## config.mk

```make
export PLATFORM = sky130hd
export DESIGN_NAME = conv3x3_stream_engine
export DESIGN_NICKNAME = d
export VERILOG_FILES = /design/src/rtl/conv3x3_stream_engine.sv
export SDC_FILE = /design/constraint.sdc
export NUM_CORES = 1
export LEC_CHECK = 0
export CORE_MARGIN = 1.5
export CORE_UTILIZATION = 45
export CTS_CLUSTER_DIAMETER = 50
export DETAILED_ROUTE_END_ITERATION = 8
export REMOVE_ABC_BUFFERS = 1
export SYNTH_ARGS = -nofsm -noshare
export SYNTH_HDL_FRONTEND = slang
export SYNTH_SLANG_ARGS = --single-unit
export TNS_END_PERCENT = 1
```

## constraint.sdc

```tcl
create_clock -name clk -period 8.6 [get_ports clk]
set_clock_uncertainty 0.15 [all_clocks]
set_input_delay 1.29 -clock clk [delete_from_list [all_inputs] [get_ports clk]]
set_output_delay 1.29 -clock clk [all_outputs]
set_load 0.005 [all_outputs]
```

## src/rtl/conv3x3_stream_engine.sv

```systemverilog
// conv3x3_stream_engine: streams 3-row image columns into a 3x3 window and produces one
// signed output per window position via a sequential 9-tap MAC, bias, shift, ReLU and saturation.
module conv3x3_stream_engine #(
   parameter int DATA_W = 8,
   parameter int ACC_W  = 20,
   parameter int IMG_W  = 28,
   parameter int ADDR_W = 8
) (
   input  logic                clk,
   input  logic                rst,
   input  logic                start,
   input  logic [1:0]          stride,
   input  logic [4:0]          shift_amt,
   input  logic                relu_en,
   input  logic [2*DATA_W-1:0] bias,
   input  logic [ADDR_W-1:0]   base_addr,
   input  logic                col_valid,
   output logic                col_ready,
   input  logic [DATA_W-1:0]   in_l1,
   input  logic [DATA_W-1:0]   in_l2,
   input  logic [DATA_W-1:0]   in_l3,
   output logic [3:0]          kernel_addr,
   input  logic [DATA_W-1:0]   kernel_in,
   output logic                out_valid,
   input  logic                out_ready,
   output logic [DATA_W-1:0]   out_data,
   output logic [ADDR_W-1:0]   out_addr,
   output logic                busy,
   output logic                done
);
   localparam int IW = $clog2(IMG_W);
   localparam logic [IW-1:0] LAST1 = IW'(IMG_W - 3);
   localparam logic [IW-1:0] LAST2 = IW'((IMG_W - 3) / 2);
   localparam logic signed [ACC_W-1:0] SMAX = ACC_W'((2 ** (DATA_W - 1)) - 1);
   localparam logic signed [ACC_W-1:0] SMIN = ~SMAX;

   typedef enum logic [2:0] {IDLE, FILL, MAC, ROUND, OUT, SKIP, DONE} state_t;

   state_t                   state_q, state_d;
   logic [1:0]               cnt_q, cnt_d;
   logic [3:0]               tap_q, tap_d;
   logic [IW-1:0]            idx_q, idx_d;
   logic signed [ACC_W-1:0]  acc_q, acc_d;
   logic [DATA_W-1:0]        win_q [9];
   logic [DATA_W-1:0]        win_d [9];
   logic                     stride2_q, stride2_d;
   logic [4:0]               shift_q, shift_d;
   logic                     relu_q, relu_d;
   logic [2*DATA_W-1:0]      bias_q, bias_d;
   logic [ADDR_W-1:0]        base_q, base_d;
   logic                     out_valid_q, out_valid_d;
   logic [DATA_W-1:0]        out_data_q, out_data_d;
   logic [ADDR_W-1:0]        out_addr_q, out_addr_d;

   logic signed [ACC_W-1:0]  bias_ext, pix_x, k_x, prod, r_sh, r_rl;
   logic [DATA_W-1:0]        sat;

   // Window is stored row-major (k = row*3 + col) so the tap index addresses it directly
   assign bias_ext = {{(ACC_W - 2*DATA_W){bias_q[2*DATA_W-1]}}, bias_q};
   assign pix_x    = {{(ACC_W - DATA_W){1'b0}}, win_q[tap_q]};
   assign k_x      = {{(ACC_W - DATA_W){kernel_in[DATA_W-1]}}, kernel_in};
   assign prod     = pix_x * k_x;
   assign r_sh     = acc_q >>> shift_q;
   assign r_rl     = (relu_q && r_sh[ACC_W-1]) ? '0 : r_sh;
   assign sat      = (r_rl > SMAX) ? SMAX[DATA_W-1:0] : (r_rl < SMIN) ? SMIN[DATA_W-1:0] : r_rl[DATA_W-1:0];

   assign col_ready   = (state_q == FILL) || (state_q == SKIP);
   assign kernel_addr = tap_q;
   assign out_valid   = out_valid_q;
   assign out_data    = out_data_q;
   assign out_addr    = out_addr_q;
   assign busy        = (state_q != IDLE) && (state_q != DONE);
   assign done        = state_q == DONE;

   always_comb begin
      state_d     = state_q;
      cnt_d       = cnt_q;
      tap_d       = tap_q;
      idx_d       = idx_q;
      acc_d       = acc_q;
      win_d       = win_q;
      stride2_d   = stride2_q;
      shift_d     = shift_q;
      relu_d      = relu_q;
      bias_d      = bias_q;
      base_d      = base_q;
      out_valid_d = out_valid_q;
      out_data_d  = out_data_q;
      out_addr_d  = out_addr_q;
      if (col_ready && col_valid) begin
         for (int r = 0; r < 3; r++) begin
            win_d[3*r]   = win_q[3*r+1];
            win_d[3*r+1] = win_q[3*r+2];
         end
         win_d[2] = in_l1;
         win_d[5] = in_l2;
         win_d[8] = in_l3;
      end
      unique case (state_q)
         IDLE: if (start) begin
            stride2_d = stride == 2'd2;
            shift_d   = shift_amt;
            relu_d    = relu_en;
            bias_d    = bias;
            base_d    = base_addr;
            idx_d     = '0;
            cnt_d     = '0;
            state_d   = FILL;
         end
         FILL: if (col_valid) begin
            cnt_d = cnt_q + 2'd1;
            if (cnt_q == 2'd2) begin
               cnt_d   = '0;
               tap_d   = '0;
               acc_d   = bias_ext;
               state_d = MAC;
            end
         end
         MAC: begin
            acc_d   = acc_q + prod;
            tap_d   = (tap_q == 4'd8) ? '0 : tap_q + 4'd1;
            state_d = (tap_q == 4'd8) ? ROUND : MAC;
         end
         ROUND: begin
            out_valid_d = 1'b1;
            out_data_d  = sat;
            out_addr_d  = base_q + ADDR_W'(idx_q);
            state_d     = OUT;
         end
         OUT: if (out_ready) begin
            out_valid_d = 1'b0;
            idx_d       = idx_q + IW'(1);
            state_d     = (idx_q == (stride2_q ? LAST2 : LAST1)) ? DONE : SKIP;
         end
         SKIP: if (col_valid) begin
            cnt_d = cnt_q + 2'd1;
            if (cnt_q == {1'b0, stride2_q}) begin
               cnt_d   = '0;
               acc_d   = bias_ext;
               state_d = MAC;
            end
         end
         DONE:    state_d = IDLE;
         default: state_d = IDLE;
      endcase
   end

   always_ff @(posedge clk or posedge rst) begin
      if (rst) begin
         state_q     <= IDLE;
         cnt_q       <= '0;
         tap_q       <= '0;
         idx_q       <= '0;
         acc_q       <= '0;
         win_q       <= '{default: '0};
         stride2_q   <= 1'b0;
         shift_q     <= '0;
         relu_q      <= 1'b0;
         bias_q      <= '0;
         base_q      <= '0;
         out_valid_q <= 1'b0;
         out_data_q  <= '0;
         out_addr_q  <= '0;
      end else begin
         state_q     <= state_d;
         cnt_q       <= cnt_d;
         tap_q       <= tap_d;
         idx_q       <= idx_d;
         acc_q       <= acc_d;
         win_q       <= win_d;
         stride2_q   <= stride2_d;
         shift_q     <= shift_d;
         relu_q      <= relu_d;
         bias_q      <= bias_d;
         base_q      <= base_d;
         out_valid_q <= out_valid_d;
         out_data_q  <= out_data_d;
         out_addr_q  <= out_addr_d;
      end
   end
endmodule

```

== Word level (Yosys, flattened, before mapping) ==
Index checks and enable logic that the tools add are counted.

* Register bits: 154
* Input port bits: 69
* Output and inout port bits: 24
* Logic and storage cells: 105

* Add/sub/neg operators: 5
* $mul: 1
* Order comparisons: 3
* Eq/ne operators: 18
* Shifts and indexed selects: 1
* Multiplexer cells: 36
* Bitwise operators: 1
* Reduce and logical (&&, ||, !) cells: 18

{| class="wikitable"
|+ Operators by type and width
! operator !! count
|-
| 20-bit two-way mux || 5
|-
| 20-bit one-hot mux with 3 select lines || 1
|-
| 8-bit binary-select mux with 4-bit select || 1
|-
| 8-bit two-way mux || 4
|-
| 20-bit by 17-bit adder with 20-bit output || 1
|-
| 20-bit by 8-bit > comparator with 1-bit output (second input constant) || 1
|-
| 20-bit by 8-bit < comparator with 1-bit output (second input constant) || 1
|-
| 20-bit by 5-bit >>> shifter with 20-bit output || 1
|-
| 3-bit two-way mux || 6
|-
| 3-bit one-hot mux with 6 select lines || 1
|-
| 9-bit by 8-bit multiplier with 17-bit output || 1
|-
| 5-bit two-way mux || 3
|-
| 2-bit two-way mux || 6
|-
| 4-bit two-way mux || 3
|-
| 5-bit one-hot mux with 2 select lines || 1
|-
| 3-bit == test (second input constant) || 3
|-
| 3-bit nonzero test || 3
|-
| 8-bit by 5-bit adder with 8-bit output || 1
|-
| 2-bit inequality test (second input constant) || 4
|-
| 4-bit one-hot mux with 2 select lines || 1
|-
| 3-bit by 2-bit == test with 1-bit output (second input constant) || 2
|-
| 2-bit one-hot mux with 3 select lines || 1
|-
| 3-bit AND reduction || 2
|-
| 6-bit AND reduction || 1
|-
| 21 further kinds || 29
|}

== Depth between registers and ports, before layout ==
* Word-level depth: 7
* Depth in mapped cells: 22
* Gate-level depth less buffers: 21

== Least setup slack after synthesis ==
OpenSTA, ideal clock, no wires.

* Kind: register -> register
* Start point: register tap_q[0] (netlist: kernel_addr[0])
* End point: register acc_q[18]
* Library setup time: 0.136 ns
* Arrival time: 6.186 ns
* Data required time: 8.314 ns
* Slack: 2.128 ns
* Stages on the path, launching flop included: 20
* Path buffers: 1
* Clock period less this slack: 6.472 ns
* Cells stage by stage: dfrtp_1 > buf_1 > nor4b_1 > nand2_1 > o21ai_1 > nand2_1 > fa_1 > fa_1 > inv_1 > fa_1 > fa_1 > fa_1 > ha_1 > o21ai_0 > o211ai_1 > a41oi_1 > nor2b_1 > o41ai_1 > mux2i_1 > o21ai_0

* Word-level cells in the longest chain between the ends: 7

{| class="wikitable"
|+ Ends and longest elaborated chain
! element !! RTL line !! source
|-
| start: declaration || 41 || <nowiki>logic [3:0] tap_q, tap_d;</nowiki>
|-
| start signal: assignment || 167 || <nowiki>tap_q <= tap_d;</nowiki>
|-
| 4-bit inverter with 5-bit output (not written as such) || 60 || <nowiki>assign pix_x = {{(ACC_W - DATA_W){1'b0}}, win_q[tap_q]};</nowiki>
|-
| 8-bit binary-select mux with 4-bit select || 60 ||
|-
| 8-bit two-way mux (not written as such) (2 in series) || 60 ||
|-
| 9-bit by 8-bit multiplier with 17-bit output || 62 || <nowiki>assign prod = pix_x * k_x;</nowiki>
|-
| 20-bit by 17-bit adder with 20-bit output || 120 || <nowiki>acc_d = acc_q + prod;</nowiki>
|-
| 20-bit one-hot mux with 3 select lines || 99 || <nowiki>unique case (state_q)</nowiki>
|-
| end signal: assignment || 154 || <nowiki>acc_q <= '0;</nowiki>
|-
| end signal: assignment || 169 || <nowiki>acc_q <= acc_d;</nowiki>
|-
| end: declaration || 43 || <nowiki>logic signed [ACC_W-1:0] acc_q, acc_d;</nowiki>
|}

No other way between the ends. The select of a mux whose other input is x is not followed.
A chain may end at the register's enable or synchronous reset.

== Final worst setup path ==
* Start point: register tap_q[1] (netlist: kernel_addr[1])
* End point: register acc_q[18]

Same word-level chain as after synthesis.

==> impl_metrics.toml <==
[sta]
max_freq_mhz = 142
period_share_pct = 82.2
final.setup.tns_ns = 0
worstMarginPinSlew_ns = 0.980
rsz0062_at_grt = "false"
hold_violations = 0
drv_slew = 0
slew_headroom_pct = 34.7
finalCriticalPeriod_ns = 7.07
setup_viol = 0

[global_routing]
grt_pass1_vias = 7813
grt_max_degree = 83
grt.overflow.total = 0
grt_pass1_wl_um = 40200
grtUsageTotal_pct = 19.4
antenna_found_initial = 0

[detailed_routing]
ant_nets = 0
drt_iter0_markers = 256
wl_per_cell_um = 16.4
dr.pass1.iters = 6
drc = 0
dr_total_vias = 7586
avgViaCountPerCell = 5.39
routed_wl_um = 23000

[die]
initial_utilization_pct = 45.6
die_y_um = 160
die_x_um = 160
rows = 57
die_area_um2 = 25500
core_um2 = 24200
pin_count = 93

[worst_setup_path]
cp_data_arrival_time_ns = 7.20
max_stage_delay_ns = 0.98
crit_fanout = 23
worstSetupEndpointType = "flop"
crit_path_frequent_cell = "fa_1"
path_delay_family = "adder cells"
crit_chain = "mux4_2 -> mux2i_1 -> o21ai_1 -> nand2_1 -> fa_1 -> inv_1 -> fa_1 -> ha_1 -> inv_1 -> fa_1 -> inv_1 -> ha_1 -> ha_1 -> fa_1 -> a211oi_1 -> o211ai_1 -> a41oi_1 -> nor2b_1 -> o41ai_1 -> mux2i_1 -> o21ai_0"
worstSetupPathType = "reg -> reg"
cp.required_ns = 8.74
critPathBufInv = 3
crit_path_start_kind = "flop"
cp_slowest_cell = "dfrtp_1"

[synth]
syn_avg_cell_area_um2 = 11.1
yosysSeqAreaShare_pct = 34.9
synthArstFlopShare_pct = 100
synth_top_area_share_pct = 34.9
synth_top_cell_by_area = "dfrtp_1"
synth_area_leaders = "dfrtp_1, mux2_2, fa_1"
netlist_area_um2 = 11000
ys_types = 67
yosysMostFrequentCell = "dfrtp_1"
synth-edff-count = 0
synthCells = 997
ys_seq_elements = 154
yosys_warnings = 0
synthFlopType = "dfrtp_1"
synth_common_cells = "dfrtp_1, mux2_2, nand2_1, inv_1, ha_1"

[clock_tree]
cts_buffers = 17
clock-sinks = 154
cts_hold_buf = 0
root_buffer = "clkbuf_16"
post-cts-setup-buffers = 0
path_clk_slew_ns = 0.07
htreeDepth = 4
cts_max_path_buffers = 2
cts_resized = 0
tritoncts = "built"
insertion_delay_ns = 0.43

[finish]
area_growth_pct = 16.3
n_antenna_cell = 0
nets = 1264
drive_above_1_share_pct = 18.3
fillers = 2160
stdcell_count = 1408

[place]
io_buffers = 92
place_inst = 1377
dp_hpwl_um = 16800
place.gp.congestion = 0.837

[status]
status = "completed"

[run]
maxCapViolations = 0

[worst_hold_path]
hp-class = "reg -> reg"
per-stage QoR:
step | utilization, % | worst slack, ns | hold WS (ns) | area, um2
after floorplan | - | 1.85 | 0.323 | 10800
after global placement | 50.6 | 1.26 | 0.310 | 12200
after detailed placement | 50.6 | 1.20 | 0.319 | 12200
after CTS | 53.1 | 1.56 | 0.335 | 12800
after global routing | 53.1 | 0.990 | 0.351 | 12800
final | 53.1 | 1.53 | 0.326 | 12800
per-layer routing:
metal | vias up | routed length (um) | GRT usage, %
li1 | 3656 | - | -
met3 | 20 | 860 | 3.78
met4 | 0 | 244 | 4.42
met5 | - | 0 | 0
met2 | 118 | 11000 | 32.5
met1 | 3792 | 10900 | 26.1
path summary, 6_finish.rpt:
check	from	endpoint	slack, ns	cells past startpoint
max in group asynchronous	rst	acc_q[9]$_DFFE_PP0P_	5.63	3
worst min register to register	out_addr[7]$_DFFE_PP0P_	out_addr[7]$_DFFE_PP0P_	0.33	2
worst max-delay path	kernel_addr[1]$_DFFE_PP0P_	acc_q[18]$_DFFE_PP0P_	1.53	21
worst min-delay path	out_addr[7]$_DFFE_PP0P_	out_addr[7]$_DFFE_PP0P_	0.33	2
min in group asynchronous	rst	win_q[61]$_DFFE_PP0P_	1.23	2
worst max register to register	kernel_addr[1]$_DFFE_PP0P_	acc_q[18]$_DFFE_PP0P_	1.53	21
layout by cell type (no fill, tap or decap), types with 10 or more instances in the layout:
master           netlist  layout
o21ai_0               64      64
clkdlybuf4s50_1        0      92
xnor2_1               15      15
nand2b_1              10      10
xor2_1                11      11
dfrtp_1              154     154
a21oi_1               28      28
ha_1                  71      71
mux2_2               106     106
clkbuf_16              0      17
fa_1                  52      52
and2_1                36      36
inv_1                 81      80
nor2_1                43      43
buf_4                  1      14
mux2i_1               30      30
mux4_2                31      31
nand2_1               89      88
logic make-up after synthesis:
logic type | Yosys count | synth area share, %
xor gates and xnor gates | 26 | 2.06
buffers and inverters | 134 | 5.14
and+or+nand+nor | 221 | 9.73
muxes | 171 | 20.8
adders and majority gates | 123 | 17.5
AOI/OAI and AO/OA | 168 | 9.82
DFF | 154 | 34.9
sequential cells by signal (all words and copies together) (netlist names):
signal       count
shift_q          5
bias_q          16
relu_q           1
out_addr         8
idx_q            5
kernel_addr      4
acc_q           20
base_q           8
win_q           72
cnt_q            2
out_valid        1
out_data         8
stride2_q        1
state_q          3
tightest hold or removal path, cell delays in order, from the launching register on:
cell	delay, ns
dfrtp_1	0.34
nand2_1	0.04
o21ai_0	0.06
layout make-up:
class,count,area [um2],share of cell area [%]
well taps,324,405,3.16
inverters,84,320,2.50
flip-flops and latches,154,3850,30.0
clock inverters,12,163,1.27
clock buffers,19,443,3.45
multi-input cells,709,6620,51.6
repair buffers,106,1030,7.99
Power is left out: the tool's default activity adds up to more than one toggle a clock period on the data nets, which glitch-free logic cannot reach.
